$ cat config.mk
export PLATFORM = sky130hd
export DESIGN_NAME = mem_port_arbiter
export DESIGN_NICKNAME = d
export VERILOG_FILES = /design/src/rtl/mem_port_arbiter.sv
export SDC_FILE = /design/constraint.sdc
export NUM_CORES = 1
export LEC_CHECK = 0
export BUFFER_PORTS_ARGS = -buffer_cell sky130_fd_sc_hd__buf_4
export CAP_MARGIN = 30
export CORE_ASPECT_RATIO = 1.1
export CORE_MARGIN = 5
export CORE_UTILIZATION = 53
export CTS_BUF_LIST = sky130_fd_sc_hd__clkbuf_8
export DETAILED_ROUTE_END_ITERATION = 8
export PLACE_DENSITY = 0.92
export SLEW_MARGIN = 40
export SYNTH_ARGS = -nofsm -noshare
export SYNTH_HDL_FRONTEND = slang
export SYNTH_SLANG_ARGS = --single-unit
$ cat constraint.sdc
create_clock -name clk -period 3.1 [get_ports clk]
set_input_delay 0.155 -clock clk [delete_from_list [all_inputs] [get_ports clk]]
set_output_delay 0.155 -clock clk [all_outputs]
set_load 0.03 [all_outputs]
$ cat src/rtl/mem_port_arbiter.sv
// -----------------------------------------------------------------------------
// mem_port_arbiter
//
// Shares one backing memory port between the fetch stage (imem, read-only) and
// the data memory stage (dmem, read/write). Both sides use the mask-pulse
// protocol: a nonzero rmask/wmask held for one cycle is a request, and a
// one-cycle resp marks its completion.
//
// Each requester owns one pending slot. A request is written into its slot on
// the edge where it arrives. While the backing port is idle, the arbiter picks
// a winner from the pending slots and any request arriving in the same cycle.
// It loads the bmem_* registers with the winner's request and clears that
// slot. Only one access is in flight at a time. The backing response is routed
// combinationally to the requester that owns the in-flight access.
//
// Parameters
//   DMEM_PRIORITY  1: dmem wins ties, 0: imem wins ties
//   CNT_WIDTH      width of conflict_count
//
// Ports
//   clk, rst                  clock, synchronous active-high reset
//   imem_addr/rmask           fetch request (read only)
//   imem_rdata/resp           fetch completion, rdata valid with resp
//   dmem_addr/rmask/wmask/
//     wdata                   data request (read or write)
//   dmem_rdata/resp           data completion, rdata valid with resp
//   bmem_addr/rmask/wmask/
//     wdata                   backing request; masks are one-cycle pulses,
//                             addr/wdata hold until the next issue
//   bmem_rdata/resp           backing completion
//   conflict_count            saturating count of cycles in which a pending
//                             request was left waiting
// -----------------------------------------------------------------------------
module mem_port_arbiter #(
  parameter bit DMEM_PRIORITY = 1'b1,
  parameter int CNT_WIDTH     = 32
) (
  input  logic                 clk,
  input  logic                 rst,

  input  logic [31:0]          imem_addr,
  input  logic [3:0]           imem_rmask,
  output logic [31:0]          imem_rdata,
  output logic                 imem_resp,

  input  logic [31:0]          dmem_addr,
  input  logic [3:0]           dmem_rmask,
  input  logic [3:0]           dmem_wmask,
  input  logic [31:0]          dmem_wdata,
  output logic [31:0]          dmem_rdata,
  output logic                 dmem_resp,

  output logic [31:0]          bmem_addr,
  output logic [3:0]           bmem_rmask,
  output logic [3:0]           bmem_wmask,
  output logic [31:0]          bmem_wdata,
  input  logic [31:0]          bmem_rdata,
  input  logic                 bmem_resp,

  output logic [CNT_WIDTH-1:0] conflict_count
);

  typedef enum logic [1:0] {
    IDLE   = 2'd0,
    BUSY_I = 2'd1,
    BUSY_D = 2'd2
  } state_e;

  // One captured request. An imem request always carries zero wmask/wdata.
  typedef struct packed {
    logic [31:0] addr;
    logic [3:0]  rmask;
    logic [3:0]  wmask;
    logic [31:0] wdata;
  } req_t;

  localparam logic [CNT_WIDTH-1:0] CNT_ONE = {{(CNT_WIDTH-1){1'b0}}, 1'b1};

  // ---------------------------------------------------------------------------
  // State
  // ---------------------------------------------------------------------------
  state_e               state_q, state_d;

  logic                 i_pend_q, i_pend_d;
  req_t                 i_slot_q, i_slot_d;
  logic                 d_pend_q, d_pend_d;
  req_t                 d_slot_q, d_slot_d;

  logic [31:0]          bmem_addr_q,  bmem_addr_d;
  logic [3:0]           bmem_rmask_q, bmem_rmask_d;
  logic [3:0]           bmem_wmask_q, bmem_wmask_d;
  logic [31:0]          bmem_wdata_q, bmem_wdata_d;

  logic [CNT_WIDTH-1:0] cnt_q, cnt_d;

  // ---------------------------------------------------------------------------
  // Incoming requests and arbitration
  // ---------------------------------------------------------------------------
  logic i_arrive, d_arrive;
  logic i_avail,  d_avail;
  logic issue_i,  issue_d;
  req_t i_in, d_in;
  req_t i_cand, d_cand;

  assign i_arrive = |imem_rmask;
  assign d_arrive = (|dmem_rmask) | (|dmem_wmask);

  assign i_in = {imem_addr, imem_rmask, 4'b0000, 32'h0000_0000};
  assign d_in = {dmem_addr, dmem_rmask, dmem_wmask, dmem_wdata};

  // A requester never has a pending slot and a new arrival at the same time,
  // so whichever one is present is that requester's candidate.
  assign i_avail = i_pend_q | i_arrive;
  assign d_avail = d_pend_q | d_arrive;
  assign i_cand  = i_pend_q ? i_slot_q : i_in;
  assign d_cand  = d_pend_q ? d_slot_q : d_in;

  // Issue happens only from IDLE. On a tie, DMEM_PRIORITY picks the winner.
  assign issue_d = (state_q == IDLE) && d_avail && (DMEM_PRIORITY || !i_avail);
  assign issue_i = (state_q == IDLE) && i_avail && !issue_d;

  // ---------------------------------------------------------------------------
  // Pending slots: an arrival is always captured. If the same edge issues it,
  // the slot is left empty again.
  // ---------------------------------------------------------------------------
  always_comb begin
    // NOTE: every always_comb output gets a default first so that no path
    // through the block leaves it unassigned, which would infer a latch.
    i_pend_d = i_pend_q;
    i_slot_d = i_slot_q;
    d_pend_d = d_pend_q;
    d_slot_d = d_slot_q;

    if (i_arrive) begin
      i_pend_d = 1'b1;
      i_slot_d = i_in;
    end
    if (issue_i) begin
      i_pend_d = 1'b0;
    end

    if (d_arrive) begin
      d_pend_d = 1'b1;
      d_slot_d = d_in;
    end
    if (issue_d) begin
      d_pend_d = 1'b0;
    end
  end

  // ---------------------------------------------------------------------------
  // FSM next state and backing-port registers
  // ---------------------------------------------------------------------------
  always_comb begin
    state_d      = state_q;
    bmem_addr_d  = bmem_addr_q;
    bmem_wdata_d = bmem_wdata_q;
    bmem_rmask_d = 4'b0000;     // the masks are pulses: zero unless issuing
    bmem_wmask_d = 4'b0000;

    unique case (state_q)
      IDLE: begin
        if (issue_d) begin
          state_d      = BUSY_D;
          bmem_addr_d  = d_cand.addr;
          bmem_rmask_d = d_cand.rmask;
          bmem_wmask_d = d_cand.wmask;
          bmem_wdata_d = d_cand.wdata;
        end else if (issue_i) begin
          state_d      = BUSY_I;
          bmem_addr_d  = i_cand.addr;
          bmem_rmask_d = i_cand.rmask;
          bmem_wmask_d = i_cand.wmask;
          bmem_wdata_d = i_cand.wdata;
        end
      end
      BUSY_I, BUSY_D: begin
        if (bmem_resp) begin
          state_d = IDLE;
        end
      end
      default: begin
        state_d = IDLE;
      end
    endcase
  end

  // ---------------------------------------------------------------------------
  // Conflict counter: counts each cycle in which a request was already waiting
  // in a slot and this edge did not issue it. Arrivals that come in this cycle
  // are not counted yet. The counter stops at all-ones.
  // ---------------------------------------------------------------------------
  logic waiting;

  assign waiting = (i_pend_q && !issue_i) || (d_pend_q && !issue_d);

  always_comb begin
    cnt_d = cnt_q;
    if (waiting && !(&cnt_q)) begin
      cnt_d = cnt_q + CNT_ONE;
    end
  end

  // ---------------------------------------------------------------------------
  // Registers. Reset abandons any in-flight access and drops both slots.
  // ---------------------------------------------------------------------------
  always_ff @(posedge clk) begin
    // NOTE: sequential state uses non-blocking assignments, so every flop
    // samples the values from before the edge, whatever the statement order.
    if (rst) begin
      state_q      <= IDLE;
      i_pend_q     <= 1'b0;
      i_slot_q     <= '0;
      d_pend_q     <= 1'b0;
      d_slot_q     <= '0;
      bmem_addr_q  <= '0;
      bmem_rmask_q <= '0;
      bmem_wmask_q <= '0;
      bmem_wdata_q <= '0;
      cnt_q        <= '0;
    end else begin
      state_q      <= state_d;
      i_pend_q     <= i_pend_d;
      i_slot_q     <= i_slot_d;
      d_pend_q     <= d_pend_d;
      d_slot_q     <= d_slot_d;
      bmem_addr_q  <= bmem_addr_d;
      bmem_rmask_q <= bmem_rmask_d;
      bmem_wmask_q <= bmem_wmask_d;
      bmem_wdata_q <= bmem_wdata_d;
      cnt_q        <= cnt_d;
    end
  end

  // ---------------------------------------------------------------------------
  // Outputs. The response path is combinational so that the owner sees the
  // response in the same cycle as bmem_resp. A bmem_resp that arrives while
  // IDLE belongs to no one and is dropped.
  // ---------------------------------------------------------------------------
  assign imem_resp  = (state_q == BUSY_I) && bmem_resp;
  assign dmem_resp  = (state_q == BUSY_D) && bmem_resp;
  assign imem_rdata = imem_resp ? bmem_rdata : 32'h0000_0000;
  assign dmem_rdata = dmem_resp ? bmem_rdata : 32'h0000_0000;

  assign bmem_addr      = bmem_addr_q;
  assign bmem_rmask     = bmem_rmask_q;
  assign bmem_wmask     = bmem_wmask_q;
  assign bmem_wdata     = bmem_wdata_q;
  assign conflict_count = cnt_q;

endmodule
**Word level (Yosys, flattened, before mapping)**

Cells that the tools add are included.

- Bits of input ports: 143
- Output and inout port bits: 170
- Register bits: 216
- Word-level logic and storage cells: 63

- Bitwise operators: 4
- Add/sub/neg operators: 1
- Mux-type cells: 16
- Reduce and logical (&&, ||, !) cells: 24
- Eq/ne operators: 4

Operators by type and width:

| kind | number |
|---|---|
| $mux 32 | 6 |
| $mux 72 | 2 |
| $add 32x1->32 const B | 1 |
| $reduce_and 32->1 | 1 |
| $mux 4 | 4 |
| $reduce_or 4->1 | 3 |
| $logic_and 1x1->1 | 8 |
| $reduce_or 2->1 | 4 |
| $mux 2 | 3 |
| $pmux 2 s2 | 1 |
| $reduce_and 2->1 | 2 |
| $logic_not 1->1 | 3 |
| $ne 3x3->1 const B | 1 |
| $or 1x1->1 | 3 |
| $eq 2x1->1 const B | 1 |
| $eq 2x2->1 const B | 1 |
| $logic_not 2->1 | 1 |
| $ne 2x2->1 const B | 1 |
| $reduce_bool 2->1 | 1 |
| $logic_or 1x1->1 | 1 |
| $not 1->1 | 1 |

**Longest topological paths before layout**

- Depth after elaboration: 10
- Gate-level depth with buffers: 10
- Depth with buffers taken out: 7

**Worst setup path before layout**

OpenSTA, ideal clock, no wires.

- Kind: register to register
- Start: reg cnt_q[0] (netlist: conflict_count[0])
- End: reg cnt_q[29] (netlist: conflict_count[29])
- Stages on the path, launching flop included: 9
- Clock period less this slack: 2437 ps
- Path buffers: 1
- Arrival time: 2316 ps
- Data required time: 2979 ps
- Slack: 663 ps
- Path through: dfxtp_1 ha_1 nand2_1 or4_4 and4bb_2 buf_6 nor4_4 nand3_1 mux2_4

- Longest elaborated chain between the ends: 3
- Elaborated cells on any way between the ends: 4
- Those cells by class: 1 x add/sub; 3 x reduce/logical

RTL lines:

| item | RTL line | text |
|---|---|---|
| start, declared | 94 | `logic [CNT_WIDTH-1:0] cnt_q, cnt_d;` |
| start signal, assigned | 231 | `cnt_q <= cnt_d;` |
| branches (longest 3 deep; another with $add 32x1->32) | n/a |  |

Parallel ways; which one is timed is not known.
A chain may end at the register's enable or synchronous reset.

**Worst setup path in the final report**

- Start: in dmem_wmask[2]
- End: reg bmem_wdata_q[17] (netlist: bmem_wdata[17])

- Longest elaborated chain between the ends: 8
- Elaborated cells on any way between the ends: 9
- Those cells by class: 1 x mux; 2 x bitwise; 6 x reduce/logical

RTL lines:

| item | RTL line | text |
|---|---|---|
| start, declared | 48 | `input logic [3:0] dmem_wmask,` |
| $reduce_or 4->1 * | 106 | `assign d_arrive = (\|dmem_rmask) \| (\|dmem_wmask);` |
| $or 1x1->1 * | 106 |  |
| $or 1x1->1 * | 114 | `assign d_avail = d_pend_q \| d_arrive;` |
| $logic_and 1x1->1 * | 119 | `assign issue_d = (state_q == IDLE) && d_avail && (DMEM_PRIORITY \|\| !i_avail);` |
| $logic_not 1->1 | 120 | `assign issue_i = (state_q == IDLE) && i_avail && !issue_d;` |
| $logic_and 1x1->1 | 120 |  |
| $reduce_bool 2->1 (no source line) | n/a |  |
| $reduce_and 2->1 (no source line) | n/a |  |
| end signal, assigned | 230 | `bmem_wdata_q <= bmem_wdata_d;` |
| end, declared | 92 | `logic [31:0] bmem_wdata_q, bmem_wdata_d;` |

Every way passes the cells marked *; elsewhere a longest branch is shown, timed or not.

==> impl_metrics.py <==
metrics = {
    "sta": {
        "tightestPinTransition_ps": 767.8,
        "finalCritPeriodShare": 0.8625,
        "rsz0062_at_grt": "no",
        "hold_viol_final": 0,
        "max-slew-margin-rel": 0.4881,
        "max_freq_mhz": 374.0,
        "slew_viol_final": 0,
        "setup_ws_ps": 426.3,
        "skew_ps": 22.74,
        "fin_crit_ps": 2674,
        "setup_viol": 0,
        "tns_ps": 0,
    },
    "clock_tree": {
        "clock-sinks": 216,
        "cts_setup_buffers": 0,
        "root_buffer": "clkbuf_8",
        "numCtsBuffers": 36,
        "cts_tree": "yes",
        "clk_pin_slew_ps": 70,
        "clk_latency_ps": 530,
        "htreeDepth": 2,
        "cts.repair.resized": 0,
        "clk_path_buf_depth": 3,
    },
    "worst_hold_path": {
        "min_from": "rst",
        "hold_path_class": "input port to flip-flop",
        "min_to": "bmem_addr[9]",
        "worstHoldPathCells": 2,
    },
    "route": {
        "ant_nets": 0,
        "routed_via_density": 5.780,
        "route.detailed.drc": 0,
        "dr.first_iter.drc_count": 914,
        "wirelength_mm": 34.86,
        "routed_wire_length_per_instance_um": 19.40,
        "via_count": 10390,
        "drtPass1Iterations": 5,
    },
    "setup_path": {
        "endpoint_kind": "flip-flop",
        "critical-path-slowest-cell": "nor3b_4",
        "crit_required_ps": 3530,
        "path_class": "input port to flip-flop",
        "path_max_fanout": 28,
        "timing.critical_path.mode_cell": "buf_4",
        "start_kind": "input port",
        "cpPeakStageDelay_ps": 630,
        "cp.arrival_ps": 3110,
        "worstReg2RegStart": "conflict_count[0]",
        "cp-startpoint": "dmem_wmask[2]",
        "crit_chain": "dlygate4sd3_1, buf_4, nor4_1, nand2_2, o21a_1, nor3b_4, buf_4, nand2_1, o21ai_0",
        "r2r_setup_slack_ps": 530,
        "r2r_cells": 7,
        "r2r-end": "conflict_count[29]",
    },
    "finish": {
        "multi_input_area_mm2": 0.004822,
        "drive_above_1_share": 0.2655,
        "n_fill_cell": 1101,
        "mostFrequentLayoutCell": "buf_4",
        "final_cell_mix": "buf_4 (325), nand2_1 (246), dfxtp_1 (214), a21oi_1 (114), dlygate4sd3_1 (108)",
        "area_delta_synth_final_pct": 44.06,
        "final_nets": 1676,
        "regArea_mm2": 0.004329,
    },
    "global_route": {
        "grt_pass1_vias": 10190,
        "grt_pass1_wl_mm": 54.27,
        "overflow": 0,
        "antenna_found_initial": 5,
        "grt_max_degree": 108,
        "grtUsageTotal": 0.3194,
    },
    "floorplan": {
        "rows": 51,
        "chipWidth_um": 138.0,
        "io_pins": 313,
        "initial_core_util": 0.5385,
        "core_mm2": 0.01774,
        "fp.dieH_um": 150.8,
        "die_area_mm2": 0.02081,
    },
    "flow_run": {
        "drv_cap": 0,
    },
    "yosys": {
        "synth_ff_type": "dfxtp_1",
        "synth.cell_area_mm2": 0.009553,
        "postSynth.asyncResetShare": 0,
        "ys_ff_latch": 216,
        "synth_warnings": 0,
        "syn_area_per_cell_um2": 8.307,
        "syn_inst": 1150,
        "synth_fp_nets": 1297,
        "synth-edff-count": 0,
        "ys_types": 55,
        "yosysSeqAreaShare": 0.4527,
    },
    "place": {
        "dp_hpwl_mm": 20.78,
        "post-place-ws_ps": 570.9,
        "portBuffers": 312,
        "gp_congestion": 0.9124,
    },
    "power": {
        "ir_drop_mv": 0.4077,
        "finalPower_mw": 7.756,
        "p_per_area_mw_per_mm2": 563.6,
        "leakagePower_nw": 6.262,
    },
    "outcome": {
        "status": "completed",
    },
}
registers in the layout (all words and copies together), names as in the netlist:
register,cells
conflict_count,32
i_slot_q,36
state_q,2
d_pend_q,1
bmem_wdata,32
bmem_wmask,4
bmem_addr,32
d_slot_q,72
bmem_rmask,4
i_pend_q,1
worst max-delay path, delay by kind of cell:
| kind | cells | cell delay [ps] |
|---|---|---|
| compound gates | 2 | 390 |
| simple gates | 4 | 1390 |
| buf+inv | 3 | 1150 |
Yosys cell counts (all sizes together), types with 4 or more instances:
cell    instances  share of area
a211oi         18          0.014
a21oi         114          0.060
a221o          13          0.014
a31oi          15          0.011
and2            8         0.0054
and3           67          0.044
buf            21          0.013
clkbuf         73          0.030
dfxtp         216           0.45
ha              4         0.0052
inv             7         0.0028
mux2i          95           0.10
nand2         247          0.097
nand3          10         0.0065
nand4          12         0.0085
nor2           91          0.036
nor2b           4         0.0026
nor3            7         0.0037
nor4           14          0.011
o21ai          47          0.025
o22ai          15         0.0098
xnor2          18          0.017
xor2            7         0.0064
timing repair:
item                                    CTS  global route
endpoints found under the setup margin    0             0
endpoints found under the hold margin   149             0
hold buffers                            108             0
layout make-up:
cell class              count  share of cell area
multi-input cells         833              0.3504
flip-flops and latches    216              0.3146
repair buffers            435              0.2588
clock buffers              46             0.04600
well taps                 238             0.02164
clock inverters            15            0.005455
inverters                   7            0.001909
diodes                      7            0.001273
logic make-up after synthesis:
group	after synthesis	synth area share
DFF	216	0.4527
AOI/OAI and AO/OA	228	0.1392
and+or+nand+nor	478	0.2308
buffers and inverters	101	0.04532
adders and majority gates	4	0.005239
xor gates and xnor gates	25	0.02292
muxes	98	0.1039
layer usage:
| metal | vias to the layer above | part of all wire | track usage |
|---|---|---|---|
| met4 | 0 | 0.058 | 0.1789 |
| met2 | 638 | 0.49 | 0.5591 |
| met1 | 4861 | 0.36 | 0.3585 |
| li1 | 4737 | - | - |
| met3 | 150 | 0.087 | 0.07925 |
| met5 | - | 0 | 0 |
power by group:
part	switching, mW	internal, mW	leakage [nW]
Clock	1.17	1.34	0.399
Sequential	0.203	3.02	1.79
Combinational	1.21	0.816	4.08
per-stage QoR:
| step | hold WS (ps) | cells | util | instance area [µm²] |
|---|---|---|---|---|
| 2_1_floorplan | 272.4 | 1150 | - | 9553 |
| 3_3_place_gp | 378.1 | 1621 | 0.6736 | 11950 |
| 3_5_place_dp | 394.7 | 1621 | 0.6736 | 11950 |
| 4_1_cts | 162.7 | 1790 | 0.7745 | 13740 |
| 5_1_grt | 179.8 | 1795 | 0.7755 | 13760 |
| 6_report | 190.1 | 1797 | 0.7758 | 13760 |
how the worst max path moves through the flow:
| stage | end | cells past startpoint |
|---|---|---|
| final | bmem_wdata[17] | 9 |
| after global routing | bmem_wdata[17] | 9 |
| after CTS | conflict_count[29] | 7 |
| after detailed placement | conflict_count[27] | 7 |
| after global placement | conflict_count[29] | 7 |
| after floorplan | conflict_count[29] | 8 |
Note: power is estimated with default switching activity, not from simulation.
